$ cat src/rtl/adder_8_seq_ctrl.sv
// adder_8_seq_ctrl: sequential W-bit adder that reuses one external 8-bit adder, one byte per cycle.
//
// Ports:
//   clk_i, rst_i           single clock; synchronous active-high reset
//   start_i                operation request, sampled only in IDLE
//   op_a_i, op_b_i         W-bit operands (W = 8*NBYTES), captured on an accepted start
//   cin_i                  carry-in for byte 0, captured on an accepted start
//   sub_i                  subtract request, captured on an accepted start (used only with the
//                          macro below; otherwise ignored)
//   add_a_o, add_b_o       operand bytes driven to the external 8-bit adder (0 outside RUN)
//   add_cin_o              carry driven to the external adder (0 outside RUN)
//   add_sum_i, add_cout_i  combinational sum / carry-out returned by the external adder
//   busy_o                 high exactly in RUN
//   done_o                 one-cycle completion pulse (DONE state)
//   result_o, cout_o       W-bit result and final carry, held until the next accepted start
//   ovf_o                  signed overflow of the final byte
//
// Build option: define ADDER_8_SEQ_SUB_EN to enable subtraction (op_a - op_b, cout=1 = no borrow).

module adder_8_seq_ctrl #(
    parameter int unsigned NBYTES = 4
) (
    input  logic                  clk_i,
    input  logic                  rst_i,
    input  logic                  start_i,
    input  logic [8*NBYTES-1:0]   op_a_i,
    input  logic [8*NBYTES-1:0]   op_b_i,
    input  logic                  cin_i,
    input  logic                  sub_i,
    output logic [7:0]            add_a_o,
    output logic [7:0]            add_b_o,
    output logic                  add_cin_o,
    input  logic [7:0]            add_sum_i,
    input  logic                  add_cout_i,
    output logic                  busy_o,
    output logic                  done_o,
    output logic [8*NBYTES-1:0]   result_o,
    output logic                  cout_o,
    output logic                  ovf_o
);

    localparam int unsigned IdxW = (NBYTES > 1) ? $clog2(NBYTES) : 1;
    localparam logic [IdxW-1:0] LastIdx = IdxW'(NBYTES - 1);

`ifdef ADDER_8_SEQ_SUB_EN
    localparam logic SubEn = 1'b1;
`else
    localparam logic SubEn = 1'b0;
`endif

    typedef enum logic [1:0] {StIdle, StRun, StDone} state_e;

    state_e                  state_q, state_d;
    logic [IdxW-1:0]         idx_q, idx_d;
    logic                    carry_q, carry_d;
    logic                    sub_q, sub_d;
    logic                    cout_q, cout_d;
    logic                    ovf_q, ovf_d;
    logic [NBYTES-1:0][7:0]  a_q, a_d;
    logic [NBYTES-1:0][7:0]  b_q, b_d;
    logic [NBYTES-1:0][7:0]  result_q, result_d;
    logic                    sub_eff;

    // With the feature disabled sub_eff is constant 0, so sub_i has no effect.
    assign sub_eff = sub_i & SubEn;

    always_ff @(posedge clk_i) begin
        if (rst_i) begin
            state_q  <= StIdle;
            idx_q    <= '0;
            carry_q  <= 1'b0;
            sub_q    <= 1'b0;
            cout_q   <= 1'b0;
            ovf_q    <= 1'b0;
            a_q      <= '0;
            b_q      <= '0;
            result_q <= '0;
        end else begin
            state_q  <= state_d;
            idx_q    <= idx_d;
            carry_q  <= carry_d;
            sub_q    <= sub_d;
            cout_q   <= cout_d;
            ovf_q    <= ovf_d;
            a_q      <= a_d;
            b_q      <= b_d;
            result_q <= result_d;
        end
    end

    always_comb begin
        state_d   = state_q;
        idx_d     = idx_q;
        carry_d   = carry_q;
        sub_d     = sub_q;
        cout_d    = cout_q;
        ovf_d     = ovf_q;
        a_d       = a_q;
        b_d       = b_q;
        result_d  = result_q;
        add_a_o   = 8'h00;
        add_b_o   = 8'h00;
        add_cin_o = 1'b0;

        unique case (state_q)
            StIdle: begin
                if (start_i) begin
                    a_d     = op_a_i;
                    b_d     = op_b_i;
                    sub_d   = sub_eff;
                    idx_d   = '0;
                    // Subtraction is a + ~b + 1, so the initial carry is forced high.
                    carry_d = sub_eff ? 1'b1 : cin_i;
                    state_d = StRun;
                end
            end
            StRun: begin
                add_a_o          = a_q[idx_q];
                add_b_o          = b_q[idx_q] ^ {8{sub_q}};
                add_cin_o        = carry_q;
                result_d[idx_q]  = add_sum_i;
                carry_d          = add_cout_i;
                idx_d            = idx_q + IdxW'(1);
                if (idx_q == LastIdx) begin
                    idx_d   = '0;
                    cout_d  = add_cout_i;
                    // Carry into bit 7 is recovered from the sum: a ^ b ^ s.
                    ovf_d   = (add_a_o[7] ^ add_b_o[7] ^ add_sum_i[7]) ^ add_cout_i;
                    state_d = StDone;
                end
            end
            StDone: begin
                state_d = StIdle;
            end
            default: begin
                state_d = StIdle;
            end
        endcase
    end

    assign busy_o   = (state_q == StRun);
    assign done_o   = (state_q == StDone);
    assign result_o = result_q;
    assign cout_o   = cout_q;
    assign ovf_o    = ovf_q;

endmodule

$ cat config.mk
export PLATFORM = sky130hd
export DESIGN_NAME = adder_8_seq_ctrl
export DESIGN_NICKNAME = d
export VERILOG_FILES = /design/src/rtl/adder_8_seq_ctrl.sv
export SDC_FILE = /design/constraint.sdc
export NUM_CORES = 1
export LEC_CHECK = 0
export CAP_MARGIN = 20
export CORE_MARGIN = 2
export CORE_UTILIZATION = 47
export DETAILED_ROUTE_END_ITERATION = 6
export PLACE_DENSITY = 0.8
export SYNTH_ARGS = -nofsm -noshare
export SYNTH_HDL_FRONTEND = slang
export SYNTH_SLANG_ARGS = --single-unit
$ cat constraint.sdc
create_clock -name clk_i -period 2.3 [get_ports clk_i]
set_input_delay 0.23 -clock clk_i [delete_from_list [all_inputs] [get_ports clk_i]]
set_output_delay 0.23 -clock clk_i [all_outputs]
set_load 0.005 [all_outputs]
; Word level (Yosys, flattened, before mapping)
; Cells that the tools add are included.
[totals]
latch_bits = 0
ramBits = 0
reg_bits = 103
in_bits = 78
elab_cells = 53
rom_bits = 0
n_memories = 0
out_inout_bits = 53
[op_classes]
shifts = 0
reduce_logical = 7
n_mul = 0
n_addsub = 1
bitwise_logic = 3
div_mod_pow = 0
muxes = 18
eq_ne = 5
n_lt_le_gt_ge = 2
[ops]
columns = operator, n
row1 = $mux W8, 5
row2 = $bmux W8 S2, 2
row3 = $bwmux W32, 1
row4 = $demux W8 S2, 1
row5 = $mux W2, 4
row6 = $pmux W2 S2, 2
row7 = $reduce_and A2 Y1, 4
row8 = $eq A2 B2 Y1 const B, 2
row9 = $lt A2 B3 Y1 const B, 1
row10 = $xor A1 B1 Y1, 3
row11 = $add A2 B1 Y2 const B, 1
row12 = $eq A2 B1 Y1 const B, 1
row13 = $ge A2 B1 Y1 const B, 1
row14 = $logic_not A2 Y1, 1
row15 = $mux W1, 2
row16 = $ne A2 B1 Y1 const B, 1
row17 = $ne A2 B2 Y1 const B, 1
row18 = $pmux W1 S2, 1
row19 = $reduce_bool A2 Y1, 1
row20 = $logic_and A1 B1 Y1, 1

; Logic depth before layout (Yosys ltp)
; Gate-level depths: netlist (run 1).
[depth]
word_depth = 5
ltp_mapped = 8
mapped_depth_nobuf = 5

; Worst setup path after synthesis (run 1)
; OpenSTA, ideal clock, no wires.
[synth_timing]
path_kind = register to register
from = reg idx_q[0]
to = reg result_q (netlist bit result_o[23])
required_time_ns = 2.172
setup_time_ns = 0.128
stages_incl_launch_ff = 9
synth_period_minus_slack_ns = 1.885
path_buffers = 3
slack_ns = 0.415
arrival_ns = 1.757
cell_sequence = dfxtp_1 buf_6 clkbuf_1 inv_1 ha_1 clkbuf_1 nand3b_1 mux2i_1 nor2_1
[synth_via]
elab_chain_len = 5
elab_cells_between_ends = 6
classes_between = 2 x order compare / 3 x mux / 1 x reduce/logical
[synth_lines]
columns = element, line_no
row1 = from (decl), 54  ; logic [IdxW-1:0] idx_q, idx_d;
row2 = from (signal assigned), 80  ; idx_q <= idx_d;
row3 = $lt A2 B3 Y1 (implied by the code) / $ge A2 B1 Y1 (equally long branches), 121  ; result_d[idx_q] = add_sum_i;
row4 = $logic_and A1 B1 Y1 (implied by the code), 121
row5 = $mux W8 (implied by the code), 121
row6 = $demux W8 S2 (*), 121
row7 = $bwmux W32 (*), 121
row8 = to (signal assigned), 87  ; result_q <= result_d;
row9 = to (decl), 61  ; logic [NBYTES-1:0][7:0] result_q, result_d;
; Mark *: on every way between the ends. The rest lies on a longest branch, timed or not.
; A chain may end at the register's enable or synchronous reset.

; Worst setup path after layout (run 1)
[layout_timing]
from = reg idx_q[1]
to = out add_b_o[6]
[layout_via]
elab_chain_len = 3
[layout_lines]
columns = element, line_no
row1 = $bmux W8 S2, 119  ; add_b_o = b_q[idx_q] ^ {8{sub_q}};
row2 = $mux W8 (implied by the code), 119
row3 = $mux W8, 105  ; unique case (state_q)
row4 = to (decl), 31  ; output logic [7:0] add_b_o,
; Every way passes these cells. The select of a mux whose other input is x is not followed.

==> results.py, run 1 <==
metrics = {
    "finish": {
        "n_antenna_cell": 0,
        "area_growth_pct": 40.8,
        "finalCoreUtilization_pct": 68.3,
        "drive_gt1_share_pct": 9.15,
        "finish.net_count": 700,
    },
    "route": {
        "routed_wl_um": 10800,
        "drc": 0,
        "drt_iter0_markers": 199,
        "vias": 3785,
        "dr.pass1.iters": 4,
        "drt-wirelength-per-cell_um": 14.7,
        "via_per_inst": 5.18,
        "ant_nets": 0,
    },
    "pwr": {
        "power.leakage_uw": 0.00232,
        "cellPowerDensity_mw_per_mm2": 629,
        "total_power_uw": 3750,
        "ir_drop_mv": 0.389,
    },
    "setup_path": {
        "r2r-end": "result_o[7]",
        "cp_cell_sequence": "buf_12, mux4_2, and2_1, clkdlybuf4s50_1",
        "r2r_cells": 7,
        "cp.required_ns": 2.07,
        "max_stage_delay_ns": 0.49,
        "r2r_start": "idx_q[0]",
        "regToRegSetupSlack_ns": 0.51,
        "criticalPathCategory": "flip-flop to output pin",
        "arrival_ns": 2.00,
        "worstSetupEndpointType": "output pin",
        "cpMaxStageDelayCell": "mux4_2",
        "path_max_fanout": 5,
        "start_kind": "flip-flop",
    },
    "cts": {
        "clock_tree.buffer_depth": 2,
        "insertion_delay_ns": 0.37,
        "cts_root_buf": "clkbuf_8",
        "path_clk_slew_ns": 0.10,
        "h-tree-depth": 3,
        "cts_sinks": 103,
        "cts_hold_buf": 0,
        "cts_buffers": 9,
        "cts_tree": "yes",
    },
    "synth": {
        "synth_seq_cells": 103,
        "netlist_area_sq_mm": 0.00423,
        "synthCells": 495,
        "yosys.cell_types.count": 27,
        "synth_warnings": 0,
        "seq_area_frac_synth_pct": 48.8,
        "dominantRegCellSynth": "dfxtp_1",
        "async_reset_ff_share_pct": 0,
        "synth_nets": 577,
        "synth-edff-count": 0,
        "avgSynthCellArea_sq_um": 8.54,
    },
    "floorplan": {
        "die_w_um": 98.8,
        "ioPinCount": 131,
        "die_area_sq_mm": 0.00977,
        "die_h_um": 98.8,
        "fp-row-count": 34,
        "coreArea_sq_mm": 0.00872,
        "start_util_pct": 48.5,
    },
    "grt": {
        "grt_pass1_vias": 3662,
        "grt_usage_pct": 22.0,
        "grt_antenna_before_repair": 0,
        "grt-ovfl-total": 0,
        "grt_pass1_wl_um": 17200,
        "grt_max_degree": 66,
    },
    "timing": {
        "fin_worst_skew_ns": 0.0125,
        "timing.fmax_mhz": 448,
        "finalHoldViolations": 0,
        "hold_slack_ns": 0.396,
        "tightest_slew_ns": 0.669,
        "grt_setup_unrepaired": "false",
        "period_needed_ns": 2.23,
        "drv_slew": 0,
        "fin_setup_tns_ns": 0,
        "setup_viol": 0,
        "finalCritPeriodShare_pct": 97.0,
        "relSlewSlack_pct": 55.4,
    },
    "run_status": {
        "status": "complete, no violations",
    },
    "run": {
        "max_cap_viol_count": 0,
    },
    "placement": {
        "hpwl_um": 7250,
        "port_buffers": 129,
        "gp_congestion": 0.769,
    },
    "min_path": {
        "min_path_type": "primary input to flip-flop",
        "min_to": "a_q[24]",
        "hold_depth": 2,
        "worstHoldStart": "rst_i",
    },
}
-- timing repair --
item	4_1_cts	5_1_grt
buffers inserted	6	3
endpoints found under the setup margin	17	12
hold endpoints to repair	0	0
resized for setup	9	10
gates cloned	1	1
-- cell families after synthesis --
logic type / synth area share (%)
AO/OA/AOI/OAI: 12.2
XOR/XNOR: 0.740
adder cells (fa/ha/maj): 1.18
buffers and inverters: 4.71
flip-flops: 48.8
multiplexers: 9.85
AND/OR/NAND/NOR: 22.6
-- flip-flops by register name, indices dropped and copies added (netlist names) --
register  count
ovf_o         1
cout_o        1
carry_q       1
state_q       2
a_q          32
result_o     32
idx_q         2
b_q          32
-- metrics by stage --
step                      worst slack, ns  std cells  cell area, sq um
after CTS                        -0.00933        727              5890
after detailed placement            0.302        704              5580
after global routing              0.00187        731              5950
after global placement              0.310        704              5580
after floorplan                     0.415        495              4230
final                              0.0695        731              5950
-- critical path, delay by kind of cell, from the launching register on --
family	cells	cell delay, ns
muxes	1	0.49
buffers and inverters	2	0.57
DFF	1	0.40
and+or+nand+nor	1	0.18
-- layer usage --
metal | track usage, % | vias up | part of all wire, %
met4 | 7.17 | 0 | 1.7
met5 | 0 | - | 0
met3 | 5.67 | 12 | 6.3
li1 | - | 1899 | -
met2 | 36.3 | 120 | 49
met1 | 28.2 | 1754 | 43
-- cell type report --
class,count,area (sq um)
timing repair buffer,150,1530
inverter,3,15.0
clock inverter,6,92.6
tap,108,135
multi-input combinational,350,1970
sequential,103,2070
timing repair inverter,1,7.51
fill,694,2770
clock buffer,10,138
-- placed cells by master (no fill, tap or decap), types with 2 or more instances in the layout --
cell / n
bufinv_16: 2
buf_4: 16
dlymetal6s2s_1: 8
mux2i_1: 3
dfxtp_1: 101
inv_1: 2
and2_1: 17
nor2_1: 7
nand3b_1: 4
mux4_2: 11
nand3_1: 23
a21oi_1: 96
clkdlybuf4s50_1: 120
clkinvlp_4: 4
mux4_1: 5
nand2_1: 168
clkbuf_8: 10
buf_12: 3
ha_1: 4
-- worst max-delay path by stage --
stage,endpoint,from,slack (ns),depth (start not counted)
2_1_floorplan,result_o[23],idx_q[0],0.42,8
3_3_place_gp,add_a_o[7],idx_q[0],0.31,4
3_5_place_dp,add_a_o[7],idx_q[0],0.30,4
4_1_cts,add_a_o[6],idx_q[0],-0.009,4
5_1_grt,add_b_o[1],idx_q[1],0.002,4
6_report,add_b_o[6],idx_q[1],0.07,4
-- Yosys cell counts (all sizes together), types with 3 or more instances --
library cell    n  share of area (%)
nand2         168                 15
dfxtp         103                 49
buf            13                2.1
nand3          23                2.7
ha              4                1.2
mux2i           3               0.71
nand3b          4               0.71
nor2            7               0.62
inv             3               0.27
mux4           16                9.1
clkbuf         26                2.3
and2           17                2.5
a21oi          96                 11
-- power by group --
part	internal, uW	switching, uW
logic	306	259
registers	1870	42.9
clock network	648	621
total	2820	922
Note: power is estimated with default switching activity, not from simulation.
==> run 2, diff against run 1 <==
--- a/config.mk
+++ b/config.mk
@@ -10,6 +10,7 @@
 export CORE_UTILIZATION = 47
 export DETAILED_ROUTE_END_ITERATION = 6
 export PLACE_DENSITY = 0.8
+export REMOVE_ABC_BUFFERS = 1
 export SYNTH_ARGS = -nofsm -noshare
 export SYNTH_HDL_FRONTEND = slang
 export SYNTH_SLANG_ARGS = --single-unit
==> results.py, run 2 (same netlist as run 1, synthesis figures left out) <==
metrics = {
    "floorplan": {
        "coreArea_sq_mm": 0.00872,
        "die_h_um": 98.8,
        "fp-row-count": 34,
        "die_w_um": 98.8,
        "die_area_sq_mm": 0.00977,
        "ioPinCount": 131,
        "start_util_pct": 48.5,
    },
    "setup_path": {
        "cp-startpoint": "idx_q[1]",
        "r2r_cells": 7,
        "worstSetupEndpointType": "output pin",
        "regToRegSetupSlack_ns": 0.44,
        "arrival_ns": 2.00,
        "cp-endpoint": "add_b_o[1]",
        "r2r_start": "idx_q[0]",
        "criticalPathCategory": "flip-flop to output pin",
        "cp.required_ns": 2.07,
        "r2r-end": "result_o[23]",
        "start_kind": "flip-flop",
        "path_max_fanout": 9,
    },
    "route": {
        "drt_iter0_markers": 135,
        "drc": 0,
        "drt-wirelength-per-cell_um": 14.6,
        "dr.pass1.iters": 5,
        "vias": 3795,
        "routed_wl_um": 10600,
        "ant_nets": 0,
        "via_per_inst": 5.20,
    },
    "pwr": {
        "ir_drop_mv": 0.356,
        "p_comb_share_pct": 15.3,
        "clock_power_share_pct": 32.5,
        "cellPowerDensity_mw_per_mm2": 619,
        "power.leakage_uw": 0.00231,
        "intPower_uw": 2750,
        "p_switching_uw": 916,
        "swShare_pct": 25.0,
        "seq_power_share_pct": 52.1,
    },
    "grt": {
        "grt_max_degree": 58,
        "grt-ovfl-total": 0,
        "grt_pass1_vias": 3683,
        "grt_antenna_before_repair": 0,
        "grt_usage_pct": 21.6,
        "grt_pass1_wl_um": 17100,
    },
    "cts": {
        "cts_tree": "yes",
        "h-tree-depth": 3,
        "cts_buffers": 9,
        "cts_sinks": 103,
        "path_clk_slew_ns": 0.10,
        "cts_root_buf": "clkbuf_8",
        "clock_tree.buffer_depth": 2,
        "insertion_delay_ns": 0.36,
    },
    "timing": {
        "setup_viol": 0,
        "finalCritPeriodShare_pct": 96.9,
        "period_needed_ns": 2.23,
        "tightest_slew_ns": 0.604,
        "timing.fmax_mhz": 449,
        "finalHoldViolations": 0,
        "fin_worst_skew_ns": 0.0111,
        "drv_slew": 0,
        "grt_setup_unrepaired": "false",
        "relSlewSlack_pct": 59.7,
        "hold_slack_ns": 0.360,
    },
    "run": {
        "max_cap_viol_count": 0,
    },
    "placement": {
        "place_inst": 707,
        "gp_congestion": 0.765,
        "port_buffers": 129,
        "dpl_cell_area_sq_mm": 0.00560,
        "hpwl_um": 7270,
    },
    "finish": {
        "n_antenna_cell": 0,
        "area_growth_pct": 40.2,
        "drive_gt1_share_pct": 8.84,
        "fin_cells": 730,
        "finish.net_count": 699,
        "stdcell_area_sq_mm": 0.00593,
        "final_common_cell": "nand2_1",
        "final_cell_mix": "168 x nand2_1, 121 x clkdlybuf4s50_1, 101 x dfxtp_1, 96 x a21oi_1, 23 x nand3_1",
    },
    "min_path": {
        "min_path_type": "primary input to flip-flop",
    },
    "run_status": {
        "status": "complete, no violations",
    },
}
==> run 2: how the worst min path moves through the flow <==
stage,startpoint,end,cells past startpoint
floorplan,rst_i,ovf_o,1
global placement,a_q[16],a_q[16],2
detailed placement,a_q[10],a_q[10],2
CTS,rst_i,result_o[23],2
global route,rst_i,a_q[2],2
finish,rst_i,a_q[10],2
==> run 2: area by class of cell <==
class                           instances  area, sq um
Sequential cell                       103         2070
Clock inverter                          5         63.8
Multi-Input combinational cell        350         1960
Inverter                                3         11.3
Fill cell                             706         2790
Clock buffer                           11          151
Timing Repair Buffer                  150         1530
Tap cell                              108          135
==> run 2: power groups by stage <==
stage | combinational [uW] | sequential [uW] | clock [uW]
5_1_grt | 616 | 1920 | 1290
6_report | 562 | 1910 | 1190
4_1_cts | 554 | 1910 | 1220
3_3_place_gp | 532 | 1950 | 0
3_5_place_dp | 544 | 1950 | 0
2_1_floorplan | 231 | 1950 | 0
==> run 2: per-stage QoR <==
step | utilization, % | TNS [ns] | setup WS (ns) | power, uW
after floorplan | - | -124.44 | -2.02 | 2180
after global placement | 64.2 | 0 | 0.332 | 2480
after detailed placement | 64.2 | 0 | 0.326 | 2490
after CTS | 66.9 | 0 | 0.00502 | 3690
after global routing | 68.0 | 0 | 0.00858 | 3830
final | 68.0 | 0 | 0.0722 | 3670
==> run 2: metal layers <==
metal / up-vias / part of all wire, % / track usage (%)
met1: 1761 / 44 / 29.1
met5: - / 0 / 0
met3: 7 / 7.0 / 4.04
met2: 132 / 48 / 35.8
met4: 0 / 0.85 / 5.80
li1: 1895 / - / -
==> run 2: worst max-delay path: stages (launching register included) <==
cell,delay (ns)
dfxtp_4,0.38
buf_8,0.14
mux4_2,0.50
and2_1,0.17
clkdlybuf4s50_1,0.46
==> run 2: timing repair <==
item                       4_1_cts  5_1_grt
setup endpoints to repair       12       14
hold buffers                     0        0
pin swaps                        0        0
resized for setup                6       15
cloned                           0        2
buffers inserted                 1        4
==> run 3, diff against run 2 <==
--- a/config.mk
+++ b/config.mk
@@ -8,9 +8,11 @@
 export CAP_MARGIN = 20
 export CORE_MARGIN = 2
 export CORE_UTILIZATION = 47
+export CTS_CLUSTER_SIZE = 28
 export DETAILED_ROUTE_END_ITERATION = 6
 export PLACE_DENSITY = 0.8
 export REMOVE_ABC_BUFFERS = 1
+export SETUP_SLACK_MARGIN = 0.15
 export SYNTH_ARGS = -nofsm -noshare
 export SYNTH_HDL_FRONTEND = slang
 export SYNTH_SLANG_ARGS = --single-unit
==> results.py, run 3 (same netlist as run 1, synthesis figures left out) <==
metrics = {
    "placement": {
        "port_buffers": 129,
        "preCtsSetupSlack_ns": 0.326,
        "hpwl_um": 7270,
        "dpl_cell_area_sq_mm": 0.00560,
        "gp_congestion": 0.765,
    },
    "pwr": {
        "p_switching_uw": 934,
        "cellPowerDensity_mw_per_mm2": 616,
        "swShare_pct": 25.2,
        "clock_power_share_pct": 32.4,
        "power.leakage_uw": 0.00232,
        "ir_drop_mv": 0.363,
        "intPower_uw": 2770,
        "total_power_uw": 3700,
        "p_comb_share_pct": 16.0,
        "seq_power_share_pct": 51.6,
    },
    "finish": {
        "stdcell_area_sq_mm": 0.00602,
        "n_antenna_cell": 0,
        "area_growth_pct": 42.3,
        "drive_gt1_share_pct": 12.3,
        "finish.net_count": 713,
        "finalCoreUtilization_pct": 69.0,
        "final_cell_mix": "168 x nand2_1, 112 x clkdlybuf4s50_1, 101 x dfxtp_1, 96 x a21oi_1, 24 x buf_4",
        "final_common_cell": "nand2_1",
    },
    "timing": {
        "setup_viol": 0,
        "finalCritPeriodShare_pct": 91.8,
        "layout_setup_ws_ns": 0.188,
        "fin_worst_skew_ns": 0.0125,
        "timing.fmax_mhz": 474,
        "tightest_slew_ns": 0.615,
        "relSlewSlack_pct": 59.0,
        "period_needed_ns": 2.11,
        "grt_setup_unrepaired": "true",
        "drv_slew": 0,
        "finalHoldViolations": 0,
        "fin_setup_tns_ns": 0,
    },
    "setup_path": {
        "arrival_ns": 1.88,
        "critical_path_depth": 5,
        "criticalPathCategory": "flip-flop to output pin",
        "path_max_fanout": 5,
        "start_kind": "flip-flop",
        "r2r_cells": 8,
        "r2r-end": "result_o[23]",
        "cpMaxStageDelayCell": "mux4_2",
        "cp_top_family": "multiplexers",
        "worstSetupEndpointType": "output pin",
        "r2r_start": "idx_q[0]",
        "path_buf_inv": 3,
        "regToRegSetupSlack_ns": 0.40,
        "max_stage_delay_ns": 0.49,
        "cp-startpoint": "idx_q[0]",
        "cp-endpoint": "add_a_o[2]",
        "cp.required_ns": 2.07,
        "cp_cell_sequence": "buf_8, buf_4, mux4_2, and2_4, dlygate4sd2_1",
    },
    "cts": {
        "h-tree-depth": 3,
        "clock_tree.buffer_depth": 2,
        "insertion_delay_ns": 0.36,
        "path_clk_slew_ns": 0.10,
        "cts_buffers": 9,
        "cts_tree": "yes",
        "cts_sinks": 103,
        "cts_root_buf": "clkbuf_8",
        "cts_hold_buf": 0,
    },
    "floorplan": {
        "die_h_um": 98.8,
        "coreArea_sq_mm": 0.00872,
        "start_util_pct": 48.5,
        "fp-row-count": 34,
        "ioPinCount": 131,
        "die_area_sq_mm": 0.00977,
        "die_w_um": 98.8,
    },
    "route": {
        "ant_nets": 0,
        "routed_wl_um": 10900,
        "dr.pass1.iters": 4,
        "drc": 0,
        "drt-wirelength-per-cell_um": 14.6,
        "drt_iter0_markers": 132,
        "via_per_inst": 5.19,
        "vias": 3863,
    },
    "grt": {
        "grt_max_degree": 58,
        "grt_pass1_wl_um": 17500,
        "grt_antenna_before_repair": 0,
        "grt_usage_pct": 22.1,
        "grt-ovfl-total": 0,
        "grt_pass1_vias": 3764,
    },
    "run_status": {
        "status": "complete, no violations",
    },
    "min_path": {
        "min_path_type": "primary input to flip-flop",
    },
    "run": {
        "max_cap_viol_count": 0,
    },
}
run 3: cell count changes in the layout (fill, tap and decap cells not counted), moves of 2 or more:
cell	previous run	this run
and2_4	0	6
buf_6	2	7
dlymetal6s2s_1	7	0
mux4_2	11	14
buf_4	14	24
and2_1	17	11
clkdlybuf4s50_1	121	112
clkdlybuf4s15_1	0	2
mux4_1	5	2
dlygate4sd2_1	0	14
run 3: per-layer routing:
metal / part of all wire (%) / vias to the layer above / global-route usage, %
met4: 1.0 / 0 / 5.80
met5: 0 / - / 0
met2: 49 / 130 / 37.7
met1: 44 / 1808 / 29.2
met3: 6.2 / 10 / 3.97
li1: - / 1915 / -
run 3: what timing repair did:
action	CTS	global route
gates cloned	1	0
buffers inserted	12	8
gates resized for setup	29	16
setup endpoints to repair	16	9
run 3: final cells by class:
type | count | area [sq um]
clock inverter | 5 | 63.8
inverter | 3 | 11.3
multi-input combinational | 350 | 1970
sequential | 103 | 2070
fill | 707 | 2700
tap | 108 | 135
clock buffer | 11 | 151
timing repair buffer | 164 | 1620
run 3: power groups by stage:
stage          clock network (uW)  registers (uW)  logic [uW]
4_1_cts                      1220            1910         573
5_1_grt                      1300            1920         645
2_1_floorplan                   0            1950         231
3_5_place_dp                    0            1950         544
3_3_place_gp                    0            1950         532
6_report                     1200            1910         591
run 3: worst min-delay path by stage:
stage | from | endpoint | slack (ns) | cells past startpoint
floorplan | rst_i | ovf_o | 0.29 | 1
global route | rst_i | a_q[2] | 0.38 | 2
detailed placement | a_q[10] | a_q[10] | 0.44 | 2
finish | rst_i | a_q[10] | 0.37 | 2
CTS | rst_i | result_o[23] | 0.36 | 2
global placement | a_q[16] | a_q[16] | 0.44 | 2
run 3: per-stage QoR:
step | hold slack (ns) | instances
6_report | 0.370 | 744
5_1_grt | 0.378 | 744
4_1_cts | 0.362 | 736
3_5_place_dp | 0.444 | 707
3_3_place_gp | 0.438 | 707
2_1_floorplan | 0.295 | 456
run 3: worst register-to-register path: cells and delay by family (launching register included):
kind                       cells  cell delay [ns]
buffers and inverters          4             0.44
DFF                            1             0.37
and+or+nand+nor                2             0.37
adders and majority gates      1             0.30
muxes                          1             0.28
